==> config.mk <==
export PLATFORM = sky130hd
export DESIGN_NAME = if_id_split_stage_flat
export DESIGN_NICKNAME = d
export VERILOG_FILES = /design/src/rtl/if_id_split_stage_if.sv /design/src/rtl/if_id_split_stage.sv /design/src/flat_wrapper.sv
export SDC_FILE = /design/constraint.sdc
export NUM_CORES = 1
export LEC_CHECK = 0
export CORE_MARGIN = 3
export CORE_UTILIZATION = 40
export DETAILED_ROUTE_END_ITERATION = 8
export DONT_BUFFER_PORTS = 1
export PLACE_DENSITY = 0.58
export SLEW_MARGIN = 25
export SYNTH_ARGS = -nofsm -noshare
export SYNTH_HDL_FRONTEND = slang
export SYNTH_SLANG_ARGS = --single-unit
==> constraint.sdc <==
create_clock -name clk -period 5.4 [get_ports clk]
set_input_delay 0.81 -clock clk [delete_from_list [all_inputs] [get_ports clk]]
set_output_delay 0.81 -clock clk [all_outputs]
set_load 0.05 [all_outputs]
==> src/rtl/if_id_split_stage_if.sv <==
`default_nettype none
// ============================================================================
//  Module   : if_id_split_stage_if
//  Brief    : Fetch-side handshake plus decoded ID-side bundle for the IF/ID stage.
//  Revision : 1.0
// ============================================================================
interface if_id_split_stage_if #(
    parameter int DATA_W = 32,
    parameter int CNT_W  = 32
);
    logic              in_valid;
    logic              in_ready;
    logic [31:0]       in_ins;
    logic [31:0]       in_pc;
    logic              flush;
    logic              out_valid;
    logic              out_ready;
    logic [5:0]        op;
    logic [4:0]        rs;
    logic [4:0]        rt;
    logic [4:0]        rd;
    logic [4:0]        shamt;
    logic [5:0]        func;
    logic [15:0]       imme;
    logic [25:0]       address;
    logic [DATA_W-1:0] imm_sext;
    logic [DATA_W-1:0] imm_zext;
    logic [31:0]       imm_lui;
    logic [31:0]       pc_plus4;
    logic [31:0]       br_target;
    logic [31:0]       j_target;
    logic [CNT_W-1:0]  ins_count;

    // Master is the fetch/decode environment; slave is the stage itself.
    modport master (
        output in_valid, in_ins, in_pc, flush, out_ready,
        input  in_ready, out_valid, op, rs, rt, rd, shamt, func, imme, address,
               imm_sext, imm_zext, imm_lui, pc_plus4, br_target, j_target, ins_count
    );

    modport slave (
        input  in_valid, in_ins, in_pc, flush, out_ready,
        output in_ready, out_valid, op, rs, rt, rd, shamt, func, imme, address,
               imm_sext, imm_zext, imm_lui, pc_plus4, br_target, j_target, ins_count
    );
endinterface
`default_nettype wire

==> src/rtl/if_id_split_stage.sv <==
`default_nettype none
// ============================================================================
//  Module   : if_id_split_stage
//  Brief    : IF->ID register with 2-entry skid buffer, field split, imm/target precompute.
//  Revision : 1.0
// ============================================================================
module if_id_split_stage #(
    parameter int DATA_W  = 32,
    parameter int SKID_EN = 1,
    parameter int CNT_W   = 32
) (
    input  wire logic            clk,
    input  wire logic            reset_n,
    if_id_split_stage_if.slave   bus
);

    logic              r_head_valid;
    logic [31:0]       r_head_ins;
    logic [31:0]       r_head_pc;
    logic              r_skid_valid;
    logic [31:0]       r_skid_ins;
    logic [31:0]       r_skid_pc;
    logic [CNT_W-1:0]  r_count;

    logic              w_in_ready;
    logic              w_accept;
    logic              w_deliver;
    logic              w_head_free;
    logic              w_skid_load;
    logic [31:0]       w_ins;
    logic [31:0]       w_seq_pc;
    logic [31:0]       w_br_off;
    logic [31:0]       w_br_raw;
    logic [31:0]       w_j_raw;

    // With the skid slot, readiness depends on registered state only.
    generate
        if (SKID_EN != 0) begin : g_ready_skid
            assign w_in_ready = ~r_skid_valid;
        end else begin : g_ready_single
            assign w_in_ready = ~r_head_valid | bus.out_ready;
        end
    endgenerate

    assign w_accept    = bus.in_valid & w_in_ready;
    assign w_deliver   = r_head_valid & bus.out_ready;
    assign w_head_free = ~r_head_valid | w_deliver;
    assign w_skid_load = w_accept & ~w_head_free & (SKID_EN != 0);

    always_ff @(posedge clk or negedge reset_n) begin
        if (!reset_n) begin
            r_head_valid <= 1'b0;
            r_head_ins   <= '0;
            r_head_pc    <= '0;
            r_skid_valid <= 1'b0;
            r_skid_ins   <= '0;
            r_skid_pc    <= '0;
            r_count      <= '0;
        end else begin
            if (w_deliver) begin
                r_count <= r_count + CNT_W'(1);
            end
            if (bus.flush) begin
                r_head_valid <= 1'b0;
                r_skid_valid <= 1'b0;
            end else if (w_head_free) begin
                // Older skid entry always wins the head slot to keep FIFO order.
                if (r_skid_valid) begin
                    r_head_ins   <= r_skid_ins;
                    r_head_pc    <= r_skid_pc;
                    r_head_valid <= 1'b1;
                    r_skid_valid <= 1'b0;
                end else if (w_accept) begin
                    r_head_ins   <= bus.in_ins;
                    r_head_pc    <= bus.in_pc;
                    r_head_valid <= 1'b1;
                end else begin
                    r_head_valid <= 1'b0;
                end
            end else if (w_skid_load) begin
                r_skid_ins   <= bus.in_ins;
                r_skid_pc    <= bus.in_pc;
                r_skid_valid <= 1'b1;
            end
        end
    end

    // An empty head presents an all-zero word so ID decodes a NOP.
    assign w_ins    = r_head_valid ? r_head_ins : 32'h0;
    assign w_seq_pc = r_head_pc + 32'd4;
    assign w_br_off = {{14{r_head_ins[15]}}, r_head_ins[15:0], 2'b00};
    assign w_br_raw = w_seq_pc + w_br_off;
    assign w_j_raw  = {w_seq_pc[31:28], r_head_ins[25:0], 2'b00};

    assign bus.in_ready  = w_in_ready;
    assign bus.out_valid = r_head_valid;
    assign bus.ins_count = r_count;

    assign bus.op        = w_ins[31:26];
    assign bus.rs        = w_ins[25:21];
    assign bus.rt        = w_ins[20:16];
    assign bus.rd        = w_ins[15:11];
    assign bus.shamt     = w_ins[10:6];
    assign bus.func      = w_ins[5:0];
    assign bus.imme      = w_ins[15:0];
    assign bus.address   = w_ins[25:0];
    assign bus.imm_lui   = {w_ins[15:0], 16'h0000};
    assign bus.pc_plus4  = r_head_valid ? w_seq_pc : 32'h0;
    assign bus.br_target = r_head_valid ? w_br_raw : 32'h0;
    assign bus.j_target  = r_head_valid ? w_j_raw  : 32'h0;

    generate
        if (DATA_W > 16) begin : g_ext_wide
            assign bus.imm_sext = {{(DATA_W-16){w_ins[15]}}, w_ins[15:0]};
            assign bus.imm_zext = {{(DATA_W-16){1'b0}}, w_ins[15:0]};
        end else begin : g_ext_narrow
            assign bus.imm_sext = w_ins[15:0];
            assign bus.imm_zext = w_ins[15:0];
        end
    endgenerate

endmodule
`default_nettype wire

==> src/flat_wrapper.sv <==
// flat-port wrapper written by rule: the top's interface ports become plain ports
module if_id_split_stage_flat 
#(
    parameter int DATA_W  = 32,
    parameter int SKID_EN = 1,
    parameter int CNT_W   = 32
)
  (clk, reset_n, bus_in_valid, bus_in_ins, bus_in_pc, bus_flush, bus_out_ready, bus_in_ready, bus_out_valid, bus_op, bus_rs, bus_rt, bus_rd, bus_shamt, bus_func, bus_imme, bus_address, bus_imm_sext, bus_imm_zext, bus_imm_lui, bus_pc_plus4, bus_br_target, bus_j_target, bus_ins_count);
  if_id_split_stage_if #(.DATA_W(DATA_W), .CNT_W(CNT_W)) bus_i ();
  input  wire logic clk;
  input  wire logic reset_n;
  input wire logic [$bits(bus_i.in_valid)-1:0] bus_in_valid;
  input wire logic [$bits(bus_i.in_ins)-1:0] bus_in_ins;
  input wire logic [$bits(bus_i.in_pc)-1:0] bus_in_pc;
  input wire logic [$bits(bus_i.flush)-1:0] bus_flush;
  input wire logic [$bits(bus_i.out_ready)-1:0] bus_out_ready;
  output wire logic [$bits(bus_i.in_ready)-1:0] bus_in_ready;
  output wire logic [$bits(bus_i.out_valid)-1:0] bus_out_valid;
  output wire logic [$bits(bus_i.op)-1:0] bus_op;
  output wire logic [$bits(bus_i.rs)-1:0] bus_rs;
  output wire logic [$bits(bus_i.rt)-1:0] bus_rt;
  output wire logic [$bits(bus_i.rd)-1:0] bus_rd;
  output wire logic [$bits(bus_i.shamt)-1:0] bus_shamt;
  output wire logic [$bits(bus_i.func)-1:0] bus_func;
  output wire logic [$bits(bus_i.imme)-1:0] bus_imme;
  output wire logic [$bits(bus_i.address)-1:0] bus_address;
  output wire logic [$bits(bus_i.imm_sext)-1:0] bus_imm_sext;
  output wire logic [$bits(bus_i.imm_zext)-1:0] bus_imm_zext;
  output wire logic [$bits(bus_i.imm_lui)-1:0] bus_imm_lui;
  output wire logic [$bits(bus_i.pc_plus4)-1:0] bus_pc_plus4;
  output wire logic [$bits(bus_i.br_target)-1:0] bus_br_target;
  output wire logic [$bits(bus_i.j_target)-1:0] bus_j_target;
  output wire logic [$bits(bus_i.ins_count)-1:0] bus_ins_count;
  assign bus_i.in_valid = bus_in_valid;
  assign bus_i.in_ins = bus_in_ins;
  assign bus_i.in_pc = bus_in_pc;
  assign bus_i.flush = bus_flush;
  assign bus_i.out_ready = bus_out_ready;
  assign bus_in_ready = bus_i.in_ready;
  assign bus_out_valid = bus_i.out_valid;
  assign bus_op = bus_i.op;
  assign bus_rs = bus_i.rs;
  assign bus_rt = bus_i.rt;
  assign bus_rd = bus_i.rd;
  assign bus_shamt = bus_i.shamt;
  assign bus_func = bus_i.func;
  assign bus_imme = bus_i.imme;
  assign bus_address = bus_i.address;
  assign bus_imm_sext = bus_i.imm_sext;
  assign bus_imm_zext = bus_i.imm_zext;
  assign bus_imm_lui = bus_i.imm_lui;
  assign bus_pc_plus4 = bus_i.pc_plus4;
  assign bus_br_target = bus_i.br_target;
  assign bus_j_target = bus_i.j_target;
  assign bus_ins_count = bus_i.ins_count;
  if_id_split_stage #(.DATA_W(DATA_W), .SKID_EN(SKID_EN), .CNT_W(CNT_W)) u_core (.clk(clk), .reset_n(reset_n), .bus(bus_i));
endmodule
* Yosys cells after proc, flatten, opt, wreduce, memory -nomap -nowiden
Cells that the tools add are included.
** Word-level totals
- Bits in registers :: 162
- Output and inout port bits :: 300
** Operators by class
- $add $sub $neg :: 3
- Mux-type cells :: 15
- Bitwise gates (word level) :: 8
- Reduce and logical (&&, ||, !) cells :: 5
** Operator list (number)
- $mux 32 :: 8
- $add 32x1->32 const B :: 1
- $add 32x3->32 const B :: 1
- $add 32x32->32 :: 1
- $mux 1 :: 7
- $reduce_and 3->1 :: 2
- $not 1->1 :: 4
- $reduce_bool 2->1 :: 2
- $and 1x1->1 :: 3
- $reduce_bool 3->1 :: 1
- $or 1x1->1 :: 1

* Logic depth before layout (Yosys ltp)
- Depth after elaboration :: 7
- Mapped depth :: 14

* Least setup slack after synthesis
No wires, ideal clock.
- Path kind :: reg-to-output
- Start :: reg u_core.r_head_pc[2]
- End :: out bus_br_target[21]
- Arrival time :: 3.586 ns
- Setup slack :: 1.004 ns
- Cell stages (with the launch flop) :: 12
- Path through :: dfrtp_1 -> ha_1 -> clkbuf_1 -> nand3_1 -> xnor2_1 -> ha_1 -> a21oi_1 -> o21ai_0 -> a211oi_1 -> nor2_1 -> o31a_1 -> nor3_1
** On the way
- Longest elaborated chain between the ends :: 3
** RTL lines
- start: declaration :: RTL line if_id_split_stage.sv:19 : logic [31:0] r_head_pc;
- start signal: assignment :: RTL line if_id_split_stage.sv:70 : r_head_pc <= r_skid_pc;
- start signal: assignment :: RTL line if_id_split_stage.sv:75 : r_head_pc <= bus.in_pc;
- $add 32x3->32 :: RTL line if_id_split_stage.sv:90 : assign w_seq_pc = r_head_pc + 32'd4;
- $add 32x32->32 :: RTL line if_id_split_stage.sv:92 : assign w_br_raw = w_seq_pc + w_br_off;
- $mux 32 :: RTL line if_id_split_stage.sv:109 : assign bus.br_target = r_head_valid ? w_br_raw : 32'h0;
- end: declaration :: RTL line flat_wrapper.sv:31 : output wire logic [$bits(bus_i.br_target)-1:0] bus_br_target;
Every way passes these cells.

* Final worst setup path
- Start :: reg u_core.r_head_pc[4]
- End :: out bus_br_target[31]
Same word-level chain as after synthesis.

==> results.py <==
metrics = {
    "run_status": {
        "status": "completed",
    },
    "logic_synthesis": {
        "avgSynthCellArea_um2": 9.44,
        "yosys_warnings": 0,
        "synth_edf_count": 0,
        "seq_area_frac_synth_pct": 37.0,
        "ys.flop_type": "dfrtp_1",
        "synth_top_cell_by_area": "dfrtp_1",
        "async_flop_share_pct": 100,
        "syn_area_um2": 11000,
        "ys_ff_latch": 162,
        "synth_cell_type_count": 58,
        "yosysTopAreaCellShare_pct": 37.0,
        "ys_top_cells_by_area": "dfrtp_1, buf_4, mux2_2",
        "synth_most_common_cell": "buf_4",
        "synth_cells": 1161,
        "ys_top_cells_by_count": "buf_4, dfrtp_1, nor2_1, a21oi_1, and2_1",
    },
    "cells_and_area": {
        "antenna_cells": 0,
        "fin_area_um2": 11100,
        "drive_gt1_share_pct": 16.6,
        "nets": 1140,
        "area_growth_pct": 1.36,
        "multi_input_area_um2": 5570,
        "regArea_um2": 4060,
        "fillers": 2541,
    },
    "grt": {
        "antenna_found_initial": 0,
        "grt_max_degree": 163,
        "grt_use_total_pct": 18.5,
        "grt_pass1_wl_um": 42200,
        "overflow": 0,
        "first_global_vias": 7188,
    },
    "critical_path": {
        "r2r_end": "u_core.r_skid_ins[19]",
        "r2r_start": "u_core.bus.out_valid",
        "critical_path.max_fanout": 8,
        "reg2reg_depth": 4,
        "cp.required_ps": 4590,
        "start_kind": "register",
        "crit_arrival_ps": 4140,
        "critPathKind": "register to output pin",
        "rrSetupSlack_ps": 2020,
        "end_kind": "output pin",
    },
    "clock_tree": {
        "root_buffer": "clkbuf_16",
        "hold_buffers": 0,
        "clockBufferDepth": 2,
        "clk_pin_slew_ps": 60,
        "clock_latency_ps": 420,
        "cts_sinks": 162,
        "cts_tree": "yes",
        "numCtsBuffers": 17,
        "htreeDepth": 4,
    },
    "timing": {
        "slew_headroom_pct": 30.7,
        "hold_violations": 0,
        "setup_viol": 0,
        "hold_slack_ps": 87.4,
        "drv_slew": 0,
        "post-route-period-util_pct": 91.8,
        "rsz0062_at_grt": "no",
        "period_needed_ps": 4950,
        "max_freq_ghz": 0.202,
        "finalSetupTns_ps": 0,
        "worst_pin_slew_ps": 1040,
        "clock_skew_ps": 6.26,
    },
    "routing": {
        "wl_met1_um": 11700,
        "dr_wl_met2_um": 13000,
        "viasPerCell": 5.26,
        "top_layer": "met4",
        "drc": 0,
        "routedWlPerCell_um": 19.7,
        "first_pass_iters": 5,
        "via_count": 7265,
        "wirelength_um": 27300,
        "ant_nets": 0,
        "wl_met3_um": 2150,
        "drtIter0Drc": 435,
    },
    "floorplan": {
        "start_util_pct": 41.3,
        "num_rows": 59,
        "core_um2": 26500,
        "die-area_um2": 29400,
        "die_x_um": 171,
        "die_height_um": 171,
        "pin_count": 369,
    },
    "placed_design": {
        "gp_congestion": 0.916,
        "place_area_um2": 10500,
        "portBuffers": 0,
        "dp_hpwl_um": 20200,
    },
    "power": {
        "p_leak_uw": 0.00472,
        "power_uw": 5060,
        "p_per_area_nw_per_um2": 455,
        "peakVddDrop_v": 0.000223,
    },
    "job": {
        "cap_violations": 0,
    },
    "min_path": {
        "worstHoldPathType": "input pin to async pin",
    },
}
cell families after synthesis:
kind of cell               synth area share [%]
AOI/OAI and AO/OA                          9.16
xor gates and xnor gates                   6.04
adders and majority gates                  4.29
buffers and inverters                      14.1
DFF                                        37.0
muxes                                      13.1
other                                    0.0342
and+or+nand+nor                            16.3
registers in the layout, summed over array words and instances (netlist names):
register              count
u_core.r_skid_ins        32
u_core.r_skid_valid       1
u_core.r_head_pc         32
u_core.r_head_ins        32
u_core.bus.ins_count     32
u_core.r_skid_pc         32
u_core.bus.out_valid      1
per-layer routing:
layer	up-vias	GRT usage (%)
met4	0	4.30
met5	-	0
met2	232	30.9
met1	3492	23.2
li1	3522	-
met3	19	6.32
report_power, final:
| group | switching (uW) | internal (uW) |
|---|---|---|
| clock network | 533 | 696 |
| logic | 1510 | 627 |
| registers | 258 | 1430 |
worst max-delay path by stage:
stage	from	end	slack [ps]
floorplan	u_core.r_head_pc[2]	bus_br_target[21]	1000
global placement	u_core.r_head_pc[4]	bus_br_target[31]	1060
detailed placement	u_core.r_head_pc[2]	bus_br_target[31]	970
CTS	u_core.r_head_pc[2]	bus_br_target[31]	490
global route	u_core.r_head_pc[2]	bus_br_target[30]	130
finish	u_core.r_head_pc[4]	bus_br_target[31]	450
worst max-delay path, cell delays in order, from the launching register on:
cell      delay [ps]
dfrtp_1          430
and4_1           350
and3_1           190
nand3_1          100
xnor2_1          190
ha_1             420
nand4_1          180
a211oi_1         290
a221oi_1         180
o31ai_1          700
a21oi_1          180
o21ai_2          530
what timing repair did:
action                                  in CTS  in global routing
endpoints found under the setup margin       0                  1
endpoints found under the hold margin        0                  0
buffers inserted                             0                  0
gates resized for setup                      0                  1
cells in the final DEF, fill, tap and decap left out, drive strengths merged, types with 5 or more instances in the layout:
master and n:
xor2 20, nor3 7, ha 36, nand2b 15, inv 20, clkbuf 17, o21ai 18, clkinv 7
nor2 114, a211oi 5, a21o 16, dfrtp 162, and4 10, o21bai 5, buf 43, nand4 23
nand3 27, and2 72, conb 34, o211ai 6, mux2 65, and3 16, a21oi 94, nand2 54
xnor2 53, mux2i 70
cell type report:
type | count | area share (%)
flip-flops and latches | 162 | 36.6
clock buffers | 17 | 3.83
repair buffers | 43 | 3.49
multi-input cells | 794 | 50.2
clock inverters | 15 | 1.60
inverters | 16 | 0.541
well taps | 335 | 3.78
through the flow:
stage / utilization (%) / std cells / setup WS, ps
2_1_floorplan: - / 1194 / 1000
3_3_place_gp: 39.6 / 1350 / 1060
3_5_place_dp: 39.6 / 1350 / 970
4_1_cts: 41.8 / 1382 / 494
5_1_grt: 41.9 / 1382 / 132
6_report: 41.9 / 1382 / 445
No activity file was read; power rests on OpenSTA's default activity.
==> variant: new RTL, same flow settings <==
`SKID_EN` is set to 1 in 2 places; all go to 0.
--- a/src/rtl/if_id_split_stage.sv
+++ b/src/rtl/if_id_split_stage.sv
@@ -6,7 +6,7 @@
 // ============================================================================
 module if_id_split_stage #(
     parameter int DATA_W  = 32,
-    parameter int SKID_EN = 1,
+    parameter int SKID_EN = 0,
     parameter int CNT_W   = 32
 ) (
     input  wire logic            clk,
--- a/src/flat_wrapper.sv
+++ b/src/flat_wrapper.sv
@@ -2,7 +2,7 @@
 module if_id_split_stage_flat 
 #(
     parameter int DATA_W  = 32,
-    parameter int SKID_EN = 1,
+    parameter int SKID_EN = 0,
     parameter int CNT_W   = 32
 )
   (clk, reset_n, bus_in_valid, bus_in_ins, bus_in_pc, bus_flush, bus_out_ready, bus_in_ready, bus_out_valid, bus_op, bus_rs, bus_rt, bus_rd, bus_shamt, bus_func, bus_imme, bus_address, bus_imm_sext, bus_imm_zext, bus_imm_lui, bus_pc_plus4, bus_br_target, bus_j_target, bus_ins_count);
Check against the original RTL: not equivalent (Yosys sat finds a counterexample within 4 cycles, from zero or initial values and one cycle with reset_n low).
==> variant against the unedited design <==
Area after synthesis decreased by 27%. Final area decreased by 30%. Critical endpoint unchanged. Power decreased by 32%. Wire length decreased by 27%. Global-route usage decreased by 0.27 points. Utilization decreased by 1.9 points. Worst setup slack improved by 0.14 ns. Maximum frequency increased by 2.9%. Sequential cell count decreased by 65.
==> variant: results (changes against the unedited design) <==
- Sequential fraction of the synthesis area: 0.304 (-0.0663)
- Worst Clk Skew: 0.0105 ns (+0.00421 ns)
- Top cell types by occurrence after synthesis: sky130_fd_sc_hd__buf_4, sky130_fd_sc_hd__dfrtp_1, sky130_fd_sc_hd__and2_1
- Top post-synthesis cells by area: sky130_fd_sc_hd__dfrtp_1, sky130_fd_sc_hd__buf_4, sky130_fd_sc_hd__mux2_2
- Number of distinct library cell variants in the gate-level netlist after synthesis: 51 (-12%)
- CP max stage cell: sky130_fd_sc_hd__or3_1
- Leakage: 3.40 nW (-28%)
- Count of non-filler cells in the finished layout: 1057 (-24%)
- Clock latency at the later pin of the worst-skew pair: 0.35 ns (-0.07 ns)
- Maximum vdd drop: 0.148 mV (-34%)
- Clock buffers created by TritonCTS: 9 (-8)
- First-pass GRT wire length: 31300 µm (-26%)
- Worst Tran Pin Value: 1.04 ns (-0.00529 ns)
- GRT Resource Usage Total: 0.182 (-0.00267)
- DP HPWL: 15500 µm (-23%)
- Routability cong.: 0.903 (-1.4%)
- Reg2reg setup slack: 2.34 ns (+0.32 ns)
- Worst reg-to-reg path cell count: 7 (+3)
- Count of routing violations after the opening detailed-route iteration: 284 (-35%)
- Cell family with most CP delay: simple AND/OR/NAND/NOR gates
- Largest net degree at the start of global routing: 98 (-40%)
- Biggest cell delay along the critical path: 0.47 ns (-0.23 ns)
- Via count of the first global-routing pass: 5600 (-22%)
- Initial antenna violation count: 7 (+7)
- Data arrival, critical path: 4.01 ns (-0.13 ns)
- Status: completed
- Final Net Count: 892 (-22%)
## variant: changes by cell type after synthesis, sizes merged, moves of 10 or more
| cell | delta |
|---|---|
| dfrtp | -65 |
| nand4 | -10 |
| nor2 | -63 |
| clkbuf | -25 |
| nand2 | +12 |
| nor3 | +17 |
| a21oi | -60 |
| mux2i | -62 |
## variant: power breakdown
part / switching [mW] / internal, mW / leakage [nW]
sequential: 0.191 / 0.824 / 1.21
combinational: 1.29 / 0.492 / 2.06
clock: 0.332 / 0.327 / 0.139
## variant: per-stage QoR
| step | util | instance area, µm² | power [mW] | setup slack (ns) | hold slack, ns |
|---|---|---|---|---|---|
| floorplan | - | 8110 | 2.60 | 0.847 | 0.473 |
| global placement | 0.384 | 7500 | 2.80 | 0.901 | 0.482 |
| detailed placement | 0.384 | 7500 | 2.81 | 0.822 | 0.488 |
| CTS | 0.399 | 7790 | 3.49 | 0.408 | 0.126 |
| global route | 0.399 | 7800 | 3.66 | 0.232 | 0.116 |
| finish | 0.399 | 7800 | 3.46 | 0.584 | 0.146 |
## variant: logic make-up after synthesis
family,share of synthesized area
adders and majority gates,0.0589
buffers and inverters,0.180
other,0.000469
xor gates and xnor gates,0.0756
and+or+nand+nor,0.197
AOI/OAI and AO/OA,0.0894
muxes,0.0946
DFF,0.304
## variant: metal layers
layer / global-route usage / routed length [µm] / vias to the layer above
met4: 0.0578 / 539 / 12
met2: 0.293 / 9260 / 214
met5: 0 / 72 / -
li1: - / - / 2647
met3: 0.0645 / 1690 / 44
met1: 0.231 / 8450 / 2663
## variant: area by class of cell
type / instances / area [µm²]
well taps: 265 / 332
multi-input cells: 623 / 4340
inverters: 15 / 56.3
fillers: 2003 / 11700
repair buffers: 40 / 345
flip-flops and latches: 97 / 2430
clock buffers: 9 / 225
diodes: 1 / 2.50
clock inverters: 7 / 71.3
